===== config.mk =====
export PLATFORM = sky130hd
export DESIGN_NAME = bnn_bram_load_ctrl_flat
export DESIGN_NICKNAME = d
export VERILOG_FILES = /design/src/rtl/bnn_bram_load_ctrl_pkg.sv /design/src/rtl/bnn_bram_load_ctrl_if.sv /design/src/rtl/bnn_bram_load_ctrl.sv /design/src/flat_wrapper.sv
export SDC_FILE = /design/constraint.sdc
export NUM_CORES = 1
export LEC_CHECK = 0
export ABC_AREA = 1
export BUFFER_PORTS_ARGS = -buffer_cell sky130_fd_sc_hd__buf_2
export CORE_MARGIN = 2
export CORE_UTILIZATION = 41
export DETAILED_ROUTE_END_ITERATION = 16
export GPL_ROUTABILITY_DRIVEN = 0
export PLACE_DENSITY = 0.87
export SLEW_MARGIN = 20
export SYNTH_ARGS = -nofsm -noshare
export SYNTH_HDL_FRONTEND = slang
export SYNTH_SLANG_ARGS = --single-unit

===== constraint.sdc =====
create_clock -name clk -period 5 [get_ports clk]
set_input_delay 0.25 -clock clk [delete_from_list [all_inputs] [get_ports clk]]
set_output_delay 0.25 -clock clk [all_outputs]
set_load 0.01 [all_outputs]

===== src/rtl/bnn_bram_load_ctrl_pkg.sv =====
// ============================================================================
// Module   : bnn_dma_pkg
// Purpose  : Shared types and constants for the BNN BRAM load controller.
// Revision : 1.0 - initial release
// ============================================================================
`default_nettype none

package bnn_dma_pkg;

    typedef enum logic [1:0] {
        IDLE  = 2'd0,
        LOAD  = 2'd1,
        DRAIN = 2'd2,
        READY = 2'd3
    } state_e;

    localparam int BYTE_SHIFT          = 2;
    localparam int DEFAULT_DEPTH_WORDS = 512;

    function automatic logic [31:0] word_to_byte(input logic [31:0] word_idx);
        return word_idx << BYTE_SHIFT;
    endfunction

endpackage

`default_nettype wire


===== src/rtl/bnn_bram_load_ctrl_if.sv =====
// ============================================================================
// Module   : bnn_bram_load_ctrl_if
// Purpose  : AXI-Stream input, BRAM port and compute read bus of the loader.
// Revision : 1.0 - initial release
// ============================================================================
`default_nettype none

interface bnn_bram_load_ctrl_if #(
    parameter int DATA_W = 32,
    parameter int CNT_W  = 10
);
    logic [DATA_W-1:0]   s_axis_tdata;
    logic                s_axis_tvalid;
    logic                s_axis_tlast;
    logic                s_axis_tready;

    logic                clka;
    logic                rsta;
    logic                ena;
    logic [DATA_W/8-1:0] wea;
    logic [31:0]         addra;
    logic [DATA_W-1:0]   dina;
    logic [DATA_W-1:0]   douta;

    logic                buf_ready;
    logic [CNT_W-1:0]    buf_words;
    logic                err_overflow;
    logic                rd_req;
    logic [CNT_W-1:0]    rd_addr;
    logic                rd_valid;
    logic [DATA_W-1:0]   rd_data;
    logic                consume_done;

    modport slave (
        input  s_axis_tdata, s_axis_tvalid, s_axis_tlast, douta,
               rd_req, rd_addr, consume_done,
        output s_axis_tready, clka, rsta, ena, wea, addra, dina,
               buf_ready, buf_words, err_overflow, rd_valid, rd_data
    );

    modport master (
        output s_axis_tdata, s_axis_tvalid, s_axis_tlast, douta,
               rd_req, rd_addr, consume_done,
        input  s_axis_tready, clka, rsta, ena, wea, addra, dina,
               buf_ready, buf_words, err_overflow, rd_valid, rd_data
    );
endinterface

`default_nettype wire


===== src/rtl/bnn_bram_load_ctrl.sv =====
// ============================================================================
// Module   : bnn_bram_load_ctrl
// Purpose  : Loads one AXIS frame into BRAM, then lends the port to compute.
// Revision : 1.0 - initial release
// ============================================================================
`default_nettype none

module bnn_bram_load_ctrl
    import bnn_dma_pkg::*;
#(
    parameter int DATA_W      = 32,
    parameter int DEPTH_WORDS = DEFAULT_DEPTH_WORDS,
    parameter int CNT_W       = 10
) (
    input  logic                 clk,
    input  logic                 rst,
    bnn_bram_load_ctrl_if.slave  bus
);

    localparam logic [1:0] S_IDLE  = IDLE;
    localparam logic [1:0] S_LOAD  = LOAD;
    localparam logic [1:0] S_DRAIN = DRAIN;
    localparam logic [1:0] S_READY = READY;

    localparam logic [CNT_W-1:0] LAST_IDX  = CNT_W'(DEPTH_WORDS - 1);
    localparam logic [CNT_W-1:0] FULL_CNT  = CNT_W'(DEPTH_WORDS);

    logic [1:0]          state_q, state_d;
    logic [CNT_W-1:0]    idx_q, idx_d;
    logic [CNT_W-1:0]    buf_words_q, buf_words_d;
    logic                err_overflow_q, err_overflow_d;
    logic                rd_valid_q, rd_valid_d;

    logic                tready;
    logic                beat;
    logic                ena;
    logic [DATA_W/8-1:0] wea;
    logic [31:0]         addra;
    logic [DATA_W-1:0]   dina;

    // DMA is only accepted outside READY; reset forces every handshake low.
    assign tready = rst && (state_q != S_READY);
    assign beat   = bus.s_axis_tvalid && tready;

    always_comb begin
        state_d        = state_q;
        idx_d          = idx_q;
        buf_words_d    = buf_words_q;
        err_overflow_d = err_overflow_q;
        rd_valid_d     = 1'b0;
        ena            = 1'b0;
        wea            = '0;
        addra          = '0;
        dina           = '0;

        if (rst) begin
            case (state_q)
                S_IDLE: begin
                    if (beat) begin
                        err_overflow_d = 1'b0;
                        ena            = 1'b1;
                        wea            = '1;
                        dina           = bus.s_axis_tdata;
                        if (bus.s_axis_tlast) begin
                            buf_words_d = CNT_W'(1);
                            state_d     = S_READY;
                        end else begin
                            idx_d   = CNT_W'(1);
                            state_d = S_LOAD;
                        end
                    end
                end
                S_LOAD: begin
                    if (beat) begin
                        ena   = 1'b1;
                        wea   = '1;
                        addra = word_to_byte(32'(idx_q));
                        dina  = bus.s_axis_tdata;
                        if (bus.s_axis_tlast) begin
                            buf_words_d = idx_q + CNT_W'(1);
                            idx_d       = '0;
                            state_d     = S_READY;
                        end else if (idx_q == LAST_IDX) begin
                            // Buffer full: keep the handshake alive but drop the tail.
                            buf_words_d    = FULL_CNT;
                            err_overflow_d = 1'b1;
                            idx_d          = '0;
                            state_d        = S_DRAIN;
                        end else begin
                            idx_d = idx_q + CNT_W'(1);
                        end
                    end
                end
                S_DRAIN: begin
                    if (beat && bus.s_axis_tlast) begin
                        state_d = S_READY;
                    end
                end
                S_READY: begin
                    if (bus.rd_req) begin
                        ena        = 1'b1;
                        addra      = word_to_byte(32'(bus.rd_addr));
                        rd_valid_d = 1'b1;
                    end
                    if (bus.consume_done) begin
                        state_d = S_IDLE;
                    end
                end
                default: state_d = S_IDLE;
            endcase
        end
    end

    always_ff @(posedge clk) begin
        if (!rst) begin
            state_q        <= S_IDLE;
            idx_q          <= '0;
            buf_words_q    <= '0;
            err_overflow_q <= 1'b0;
            rd_valid_q     <= 1'b0;
        end else begin
            state_q        <= state_d;
            idx_q          <= idx_d;
            buf_words_q    <= buf_words_d;
            err_overflow_q <= err_overflow_d;
            rd_valid_q     <= rd_valid_d;
        end
    end

    assign bus.s_axis_tready = tready;
    assign bus.clka          = clk;
    assign bus.rsta          = ~rst;
    assign bus.ena           = ena;
    assign bus.wea           = wea;
    assign bus.addra         = addra;
    assign bus.dina          = dina;

    assign bus.buf_ready     = (state_q == S_READY);
    assign bus.buf_words     = buf_words_q;
    assign bus.err_overflow  = err_overflow_q;
    assign bus.rd_valid      = rd_valid_q;
    // BRAM output register already provides the pipeline stage.
    assign bus.rd_data       = rd_valid_q ? bus.douta : '0;

endmodule

`default_nettype wire


===== src/flat_wrapper.sv =====
// flat-port wrapper written by rule: the top's interface ports become plain ports
module bnn_bram_load_ctrl_flat import bnn_dma_pkg::*;
#(
    parameter int DATA_W      = 32,
    parameter int DEPTH_WORDS = DEFAULT_DEPTH_WORDS,
    parameter int CNT_W       = 10
)
  (clk, rst, bus_s_axis_tdata, bus_s_axis_tvalid, bus_s_axis_tlast, bus_douta, bus_rd_req, bus_rd_addr, bus_consume_done, bus_s_axis_tready, bus_clka, bus_rsta, bus_ena, bus_wea, bus_addra, bus_dina, bus_buf_ready, bus_buf_words, bus_err_overflow, bus_rd_valid, bus_rd_data);
  bnn_bram_load_ctrl_if #(.DATA_W(DATA_W), .CNT_W(CNT_W)) bus_i ();
  input  logic clk;
  input  logic rst;
  input wire logic [$bits(bus_i.s_axis_tdata)-1:0] bus_s_axis_tdata;
  input wire logic [$bits(bus_i.s_axis_tvalid)-1:0] bus_s_axis_tvalid;
  input wire logic [$bits(bus_i.s_axis_tlast)-1:0] bus_s_axis_tlast;
  input wire logic [$bits(bus_i.douta)-1:0] bus_douta;
  input wire logic [$bits(bus_i.rd_req)-1:0] bus_rd_req;
  input wire logic [$bits(bus_i.rd_addr)-1:0] bus_rd_addr;
  input wire logic [$bits(bus_i.consume_done)-1:0] bus_consume_done;
  output wire logic [$bits(bus_i.s_axis_tready)-1:0] bus_s_axis_tready;
  output wire logic [$bits(bus_i.clka)-1:0] bus_clka;
  output wire logic [$bits(bus_i.rsta)-1:0] bus_rsta;
  output wire logic [$bits(bus_i.ena)-1:0] bus_ena;
  output wire logic [$bits(bus_i.wea)-1:0] bus_wea;
  output wire logic [$bits(bus_i.addra)-1:0] bus_addra;
  output wire logic [$bits(bus_i.dina)-1:0] bus_dina;
  output wire logic [$bits(bus_i.buf_ready)-1:0] bus_buf_ready;
  output wire logic [$bits(bus_i.buf_words)-1:0] bus_buf_words;
  output wire logic [$bits(bus_i.err_overflow)-1:0] bus_err_overflow;
  output wire logic [$bits(bus_i.rd_valid)-1:0] bus_rd_valid;
  output wire logic [$bits(bus_i.rd_data)-1:0] bus_rd_data;
  assign bus_i.s_axis_tdata = bus_s_axis_tdata;
  assign bus_i.s_axis_tvalid = bus_s_axis_tvalid;
  assign bus_i.s_axis_tlast = bus_s_axis_tlast;
  assign bus_i.douta = bus_douta;
  assign bus_i.rd_req = bus_rd_req;
  assign bus_i.rd_addr = bus_rd_addr;
  assign bus_i.consume_done = bus_consume_done;
  assign bus_s_axis_tready = bus_i.s_axis_tready;
  assign bus_clka = bus_i.clka;
  assign bus_rsta = bus_i.rsta;
  assign bus_ena = bus_i.ena;
  assign bus_wea = bus_i.wea;
  assign bus_addra = bus_i.addra;
  assign bus_dina = bus_i.dina;
  assign bus_buf_ready = bus_i.buf_ready;
  assign bus_buf_words = bus_i.buf_words;
  assign bus_err_overflow = bus_i.err_overflow;
  assign bus_rd_valid = bus_i.rd_valid;
  assign bus_rd_data = bus_i.rd_data;
  bnn_bram_load_ctrl #(.DATA_W(DATA_W), .DEPTH_WORDS(DEPTH_WORDS), .CNT_W(CNT_W)) u_core (.clk(clk), .rst(rst), .bus(bus_i));
endmodule

==> results of run 1 <==
## per-layer routing
metal	share of wire	wire [µm]
met5	0	0
met4	0.024	166
met3	0.10	718
met2	0.50	3460
met1	0.37	2530
## registers in the layout (all words and copies together) (netlist names)
signal / count
u_core.state_q: 2
u_core.bus.err_overflow: 1
u_core.bus.buf_words: 10
u_core.idx_q: 10
u_core.bus.rd_valid: 1
## worst max-delay path by stage
stage	start	to	slack (ns)
3_5_place_dp	clk	bus_clka	2.14
6_report	clk	bus_clka	1.90
2_1_floorplan	clk	bus_clka	2.13
3_3_place_gp	clk	bus_clka	2.14
4_1_cts	clk	bus_clka	1.90
5_1_grt	clk	bus_clka	1.89
## critical path, cell delays in order
cell and delay (ns):
clkbuf_8 0.11, clkbuf_8 0.11, buf_2 0.13
## cells in the mapped netlist (4+ instances only)
cell type | n | area [µm²]
a21oi_1 | 12 | 60.1
clkbuf_1 | 8 | 30.0
xor2_1 | 4 | 35.0
inv_1 | 84 | 315
o21ai_0 | 9 | 45.0
ha_1 | 5 | 62.6
nor2_1 | 73 | 274
buf_4 | 26 | 195
nand2_1 | 80 | 300
dfxtp_1 | 24 | 480
nand3_1 | 12 | 60.1
a22oi_1 | 10 | 75.1
## power by group through the flow
stage	sequential (mW)	clock [mW]	combinational [mW]
after floorplan	0.251	0.0165	0.278
after global placement	0.248	0.0121	0.381
after detailed placement	0.249	0.0121	0.392
after CTS	0.245	0.210	0.397
after global routing	0.250	0.221	0.446
final	0.245	0.208	0.398
## logic make-up (layout without fill, tap and decap cells)
| family | Yosys count | count (layout) |
|---|---|---|
| AOI/OAI and AO/OA | 40 | 40 |
| xor gates and xnor gates | 5 | 5 |
| adders and majority gates | 5 | 5 |
| buffers and inverters | 126 | 270 |
| DFF | 24 | 24 |
| other | 1 | 22 |
| and+or+nand+nor | 178 | 178 |
## final cells by class
class | instances | area, µm²
Fill cell | 476 | 2050
Sequential cell | 24 | 480
Clock buffer | 8 | 101
Inverter | 89 | 340
Timing Repair Buffer | 173 | 866
Tap cell | 70 | 87.6
Multi-Input combinational cell | 250 | 1180
==> results.md, run 1 <==
* Status: finished, final reports clean
* Synth Area per Inst at 5.73 µm²
* Grt ovf at 0
* Setup bufs post-CTS at 0
* Final net count at 630
* Post-Route WL at 6870 µm
* Post-synth EDFFs at 0
* Residual DRC at 0
* Complex-gate fraction of the synthesized area at 0.111
* Total negative slack at 0 ns
* Met3 Use GR at 0.0624
* Main combinational cell family by area after synthesis: simple AND/OR/NAND/NOR gates
* Worst R2R Start: u_core.state_q[1]$_SDFFE_PN0P_
* Logic pwr share at 0.467
* CORE AREA at 0.00511 mm²
* Clk pwr share at 0.245
* Max Fanout on Critical Path at 2
* Share of post-route cells with drive strength above 1 at 0.360
* Fin. max-slew vios at 0
* Commonest non-fill, non-tap cell in the layout: buf_2
* Most frequent cells in the layout: 174 x buf_2, 84 x inv_1, 80 x nand2_1
* Post-synthesis cell area at 0.00217 mm²
* DR vias/cell at 4.51
* Worst R2R Path Depth at 8
* Post-synthesis mux area share at 0
* Unrepaired setup endpoints after global routing: false
* Post-Synth Simple-Gate Area at 0.345
* Critical Path RT at 4.75 ns
* Seq pwr share at 0.288
* Worst setup EP type: output port
* Largest net degree at the start of global routing at 36
* Rel. slew slack at 0.361
* Worst hold path class: primary input to flip-flop
* Critical path data arrival time at 2.85 ns
* Synth-to-Final Area Change at 40.7%
* Worst-margin pin slew at 0.957 ns
* Netlist cell types at 35
* Final Skew at 0.00510 ns
* Via count at 2770
* Iteration-0 DRC Markers at 163
* Startpoint Class: clock port
* Worst Hold Depth at 3
* Total GRT Usage at 0.229
* Global routing usage on met2 at 0.416
* Flop-to-flop setup slack at 2.93 ns
* Number of routed nets with antenna violations at 0
* Placed Cells at 607
* Final hold viol count at 0
* Initial antenna violation count at 0
* ANT cells at 0
* Pint at 0.491 mW
* DP Area at 0.00296 mm²
* Vias in the first global route at 2566
* Die area at 0.00589 mm²
* Pwr Density at 279 mW/mm²
* Yosys warning count at 0
* Leakage at 2.10 nW
* Sequential area share after synthesis at 0.221
* DR WL/cell at 11.2 µm
* GR peak layer: met2
* Width of the die at 76.8 µm
* Detailed placement HPWL at 5430 µm
* Cts hold-fix bufs at 0
* CTS resizes at 0
* I/O pins at 197
* Post-Layout Cell Count at 614
* Worst skew pair latency at 0.38 ns
* WHS Endpoint: u_core.bus.rd_valid$_SDFF_PN0_
* First-pass GRT wire length at 11000 µm
* R2R Path End: u_core.idx_q[0]$_SDFFE_PN0P_
* Fin worst setup slack at 1.90 ns
* Sw power at 0.361 mW
* Cells after synthesis at 379
* Total power at 0.852 mW
* Design Area, Final at 0.00305 mm²
* Die Y at 76.8 µm
* Clock edge transition at the registers on the reported setup and hold paths at 0.08 ns
* Post-Synth Adder-Cell Area at 0.0288
* Ys flop type: dfxtp_1
* IO buf count at 174
* Met1 usage at 0.238
* # rows at 26
* Worst IR Drop VDD at 0.161 mV
* Post-synth ARST share at 0
* Max-Cap Viols at 0
* Switching Fraction at 0.424
* Setup WS pre-CTS at 2.14 ns
* Initial Util at 0.425
* Hold slack at 0.167 ns
* CTS tree: yes
* CP Class: clock port to output port
* Final setup viols at 0
* #FFs+latches synth at 24
* Final core occ at 0.598
* Hold Crit Start: bus_rd_req
* Post-synthesis xor/xnor area fraction at 0.0202
* DR pass1 iterations at 5
(Power assumes the default switching activity.)
==> inputs of run 2 (changes only) <==
CORE_UTILIZATION = 38   (was 41)
PLACE_DENSITY = 0.82   (was 0.87)
clock period = 2.9 ns   (was 5 ns; I/O delays follow)
==> results.md, run 2 (synthesis gave the netlist of run 1 again) <==
* # rows at 27 (+3.8%)
* Worst hold path class: primary input to flip-flop
* Pwr Density at 472 mW/mm² (+69%)
* Synth-to-Final Area Change at 40.5%
* ANT cells at 0 (unchanged)
* Critical path data arrival time at 2.25 ns (-0.60 ns)
* CP cell instances: inv_1 > ha_1 > nor2_1 > nor2_2 > inv_2 > a211oi_1 > buf_2
* Clock edge transition at the registers on the reported setup and hold paths at 0.09 ns (about the same)
* Initial antenna violation count at 0 (unchanged)
* Post-Layout Cell Count at 616 (+0.33%)
* CTS resizes at 0 (unchanged)
* Width of the die at 79.6 µm (+3.7%)
* DR WL/cell at 11.4 µm (+2.2%)
* CORE AREA at 0.00551 mm² (+7.8%)
* Crit path time final at 2.40 ns
* I/O pins at 197 (unchanged)
* Max-Cap Viols at 0 (unchanged)
* Final setup viols at 0 (unchanged)
* Max Fanout on Critical Path at 35 (+33)
* Fin worst setup slack at 0.504 ns (-1.40 ns)
* Unrepaired setup endpoints after global routing: false
* Die Y at 79.6 µm (+3.7%)
* Detailed placement HPWL at 5800 µm (+6.7%)
* FILL cells at 557 (+17%)
* Fin crit share at 0.826
* CP Class: flip-flop to output port
* Largest net degree at the start of global routing at 36 (unchanged)
* Initial Util at 0.394 (-0.0308)
* Residual DRC at 0 (unchanged)
* Worst IR Drop VDD at 0.377 mV (+130%)
* Rel. slew slack at 0.350 (-0.0107)
* Leakage at 2.09 nW (-0.11%)
* Final Skew at 0.0101 ns (+0.00498 ns)
* DR pass1 iterations at 4 (-1)
* Critical Path Slowest Stage Cell: dfxtp_1
* Number of routed nets with antenna violations at 0 (unchanged)
* Setup WS pre-CTS at 0.917 ns (-1.22 ns)
* CP Buf/Inv Count at 3 (unchanged)
* Post-Route WL at 7050 µm (+2.6%)
* Total negative slack at 0 ns (unchanged)
* Final hold viol count at 0 (unchanged)
* DP Area at 0.00297 mm² (+0.34%)
* Cts hold-fix bufs at 0 (unchanged)
* Total power at 1.44 mW (+69%)
* Iteration-0 DRC Markers at 92 (-44%)
* Top Family by Delay on Critical Path: buffers and inverters
* Commonest non-fill, non-tap cell in the layout: buf_2
* IO buf count at 174 (unchanged)
* Via count at 2753 (-0.61%)
* Status: finished, final reports clean
* DR vias/cell at 4.47 (-0.94%)
* Largest stage delay, worst path at 0.41 ns (+0.28 ns)
* Fin. max-slew vios at 0 (unchanged)
* Vias in the first global route at 2564 (-0.078%)
* Die area at 0.00633 mm² (+7.5%)
* Share of post-route cells with drive strength above 1 at 0.360 (unchanged)
* Final net count at 631 (+0.16%)
* Startpoint Class: flip-flop
* Design Area, Final at 0.00305 mm² (-0.12%)
* Final core occ at 0.554 (-0.0440)
* First-pass GRT wire length at 10900 µm (-0.88%)
* Hold slack at 0.114 ns (-0.0526 ns)
* Fmax at 417 MHz
* Worst skew pair latency at 0.37 ns (about the same)
* CTS tree: yes
* Worst setup EP type: output port
* Critical Path RT at 2.76 ns (-1.99 ns)
* Most frequent cells in the layout: 174 x buf_2, 84 x inv_1, 80 x nand2_1
* Grt ovf at 0 (unchanged)
* Placed Cells at 610 (+0.49%)
* Total GRT Usage at 0.215 (-0.0145)
* Worst-margin pin slew at 0.973 ns (+0.0160 ns)
* Setup bufs post-CTS at 0 (unchanged)
run 2: cell types whose count changed in the layout (fill, tap and decap cells not counted):
| cell | before | now |
|---|---|---|
| buf_4 | 0 | 1 |
| clkbuf_8 | 7 | 6 |
run 2: cell type report:
cell class,count,area (µm²),share of cell area
inverter,89,340,0.112
multi-input combinational,250,1180,0.386
clock buffer,7,87.6,0.0287
sequential,24,480,0.158
tap,72,90.1,0.0295
timing repair buffer,174,873,0.286
run 2: metal layers:
layer	up-vias	part of all wire	GRT usage
met5	-	0	0
met4	0	0.0092	0.0569
met3	10	0.098	0.0532
met2	149	0.53	0.443
met1	1193	0.36	0.206
li1	1401	-	-
run 2: worst reg2reg max path, stage by stage (launching register included):
cell,delay [ns]
dfxtp_1,0.41
inv_1,0.10
ha_1,0.27
nor2_1,0.26
nor2_2,0.12
nand2_1,0.26
clkinv_2,0.17
o21ai_0,0.18
a31oi_1,0.07
run 2: final timing paths:
check | start | endpoint | slack (ns) | cells after the start
max | u_core.state_q[1]$_SDFFE_PN0P_ | bus_ena | 0.50 | 7
min | rst | u_core.idx_q[3]$_SDFFE_PN0P_ | 0.11 | 2
max reg2reg | u_core.state_q[1]$_SDFFE_PN0P_ | u_core.idx_q[0]$_SDFFE_PN0P_ | 0.94 | 8
min reg2reg | u_core.bus.buf_words[9]$_SDFFE_PN0P_ | u_core.bus.buf_words[9]$_SDFFE_PN0P_ | 0.47 | 2
run 2: power breakdown:
| part | switching (mW) | internal (mW) |
|---|---|---|
| Sequential | 0.0443 | 0.378 |
| Clock | 0.138 | 0.190 |
| Combinational | 0.439 | 0.251 |
==> inputs of run 3 (changes only) <==
CORE_UTILIZATION = 34   (was 38)
PLACE_DENSITY = 0.77   (was 0.82)
clock period = 1.9 ns   (was 2.9 ns; I/O delays follow)
==> results.md, run 3 (synthesis gave the netlist of run 1 again) <==
* Final setup viols at 0 (unchanged)
* Hold slack at 0.0749 ns (-0.0391 ns)
* Total negative slack at 0 ns (unchanged)
* Vias in the first global route at 2833 (+10%)
* Fin. max-slew vios at 0 (unchanged)
* Number of routed nets with antenna violations at 0 (unchanged)
* Most frequent cells in the layout: 174 x buf_2, 81 x inv_1, 80 x nand2_1
* Width of the die at 83.9 µm (+5.4%)
* Post-Layout Cell Count at 635 (+3.1%)
* Die area at 0.00704 mm² (+11%)
* Max Fanout on Critical Path at 5 (-86%)
* First-pass GRT wire length at 12400 µm (+13%)
* DR pass1 iterations at 4 (unchanged)
* Total GRT Usage at 0.218 (+0.00304)
* Post-Route WL at 7930 µm (+12%)
* Final core occ at 0.537 (-0.0174)
* Crit path time final at 1.87 ns
* Initial Util at 0.346 (-0.0484)
* Clock edge transition at the registers on the reported setup and hold paths at 0.09 ns (about the same)
* Total power at 2.67 mW (+85%)
* Leakage at 2.20 nW (+4.9%)
* ANT cells at 0 (unchanged)
* Design Area, Final at 0.00337 mm² (+10%)
* Initial antenna violation count at 0 (unchanged)
* Share of post-route cells with drive strength above 1 at 0.428 (+0.0680)
* Worst skew pair latency at 0.38 ns (about the same)
* Detailed placement HPWL at 6110 µm (+5.3%)
* Residual DRC at 0 (unchanged)
* Status: finished, final reports clean
* Largest net degree at the start of global routing at 34 (-5.6%)
* CTS tree: yes
* Unrepaired setup endpoints after global routing: true
* Final hold viol count at 0 (unchanged)
* Worst setup EP type: output port
* Startpoint Class: flip-flop
* Fmax at 535 MHz
* Setup WS pre-CTS at 0.138 ns (-0.778 ns)
* Fin worst setup slack at 0.0301 ns (-0.474 ns)
* Pwr Density at 792 mW/mm² (+68%)
* Critical Path RT at 1.80 ns (-0.96 ns)
* DR vias/cell at 4.54 (+1.7%)
* DR WL/cell at 12.5 µm (+9.1%)
* Worst hold path class: primary input to flip-flop
* I/O pins at 197 (unchanged)
* Final net count at 644 (+2.1%)
* Placed Cells at 621 (+1.8%)
* Synth-to-Final Area Change at 55.2%
* Via count at 2885 (+4.8%)
* Worst IR Drop VDD at 0.645 mV (+71%)
* IO buf count at 174 (unchanged)
* Max-Cap Viols at 0 (unchanged)
* CP Class: flip-flop to output port
* Iteration-0 DRC Markers at 141 (+53%)
* Die Y at 83.9 µm (+5.4%)
* DP Area at 0.00303 mm² (+2.2%)
* CORE AREA at 0.00628 mm² (+14%)
* Grt ovf at 0 (unchanged)
* Commonest non-fill, non-tap cell in the layout: buf_2
* # rows at 29 (+7.4%)
* Fin crit share at 0.984
* Final Skew at 0.00746 ns (-0.00263 ns)
* Critical path data arrival time at 1.77 ns (-0.48 ns)
* Cts hold-fix bufs at 0 (unchanged)
==> run 3: routing by layer <==
layer,vias to the layer above,share of wire,track usage,wire [µm]
met5,-,0,0,0
met2,178,0.53,0.439,4240
li1,1424,-,-,-
met3,18,0.097,0.0485,769
met1,1265,0.34,0.212,2690
met4,0,0.030,0.0806,236
==> run 3: worst paths after layout <==
| path | slack [ns] | cells past startpoint | start | end |
|---|---|---|---|---|
| hold / removal | 0.07 | 2 | rst | u_core.idx_q[3]$_SDFFE_PN0P_ |
| setup / recovery | 0.03 | 7 | u_core.state_q[1]$_SDFFE_PN0P_ | bus_addra[10] |
| setup reg to reg | 0.20 | 10 | u_core.idx_q[0]$_SDFFE_PN0P_ | u_core.bus.buf_words[1]$_SDFFE_PN0P_ |
| hold reg to reg | 0.48 | 2 | u_core.bus.buf_words[7]$_SDFFE_PN0P_ | u_core.bus.buf_words[7]$_SDFFE_PN0P_ |
==> run 3: area by class of cell <==
class / count / area (µm²)
fillers: 626 / 2910
inverters: 89 / 353
flip-flops and latches: 24 / 488
multi-input cells: 251 / 1310
repair buffers: 186 / 1010
clock buffers: 7 / 87.6
clock inverters: 1 / 30.0
well taps: 77 / 96.3
==> run 3: timing repair <==
item | CTS | global route
cloned | 1 | 1
gates resized for setup | 12 | 30
endpoints found under the setup margin | 47 | 43
pin swaps | 3 | 6
setup buffers | 2 | 3
==> run 3: critical path, cell delays in order, from the launching register on <==
cell and delay, ns:
dfxtp_4 0.39, inv_4 0.08, ha_4 0.19, clkinvlp_4 0.17
nor2_4 0.23, a22oi_1 0.09, nor2_1 0.10, buf_2 0.14
==> run 3: power breakdown <==
group          internal, mW  switching, mW  leakage, nW
registers             0.589         0.0816        0.196
clock network         0.430          0.220       0.0612
logic                 0.548          0.797         1.94
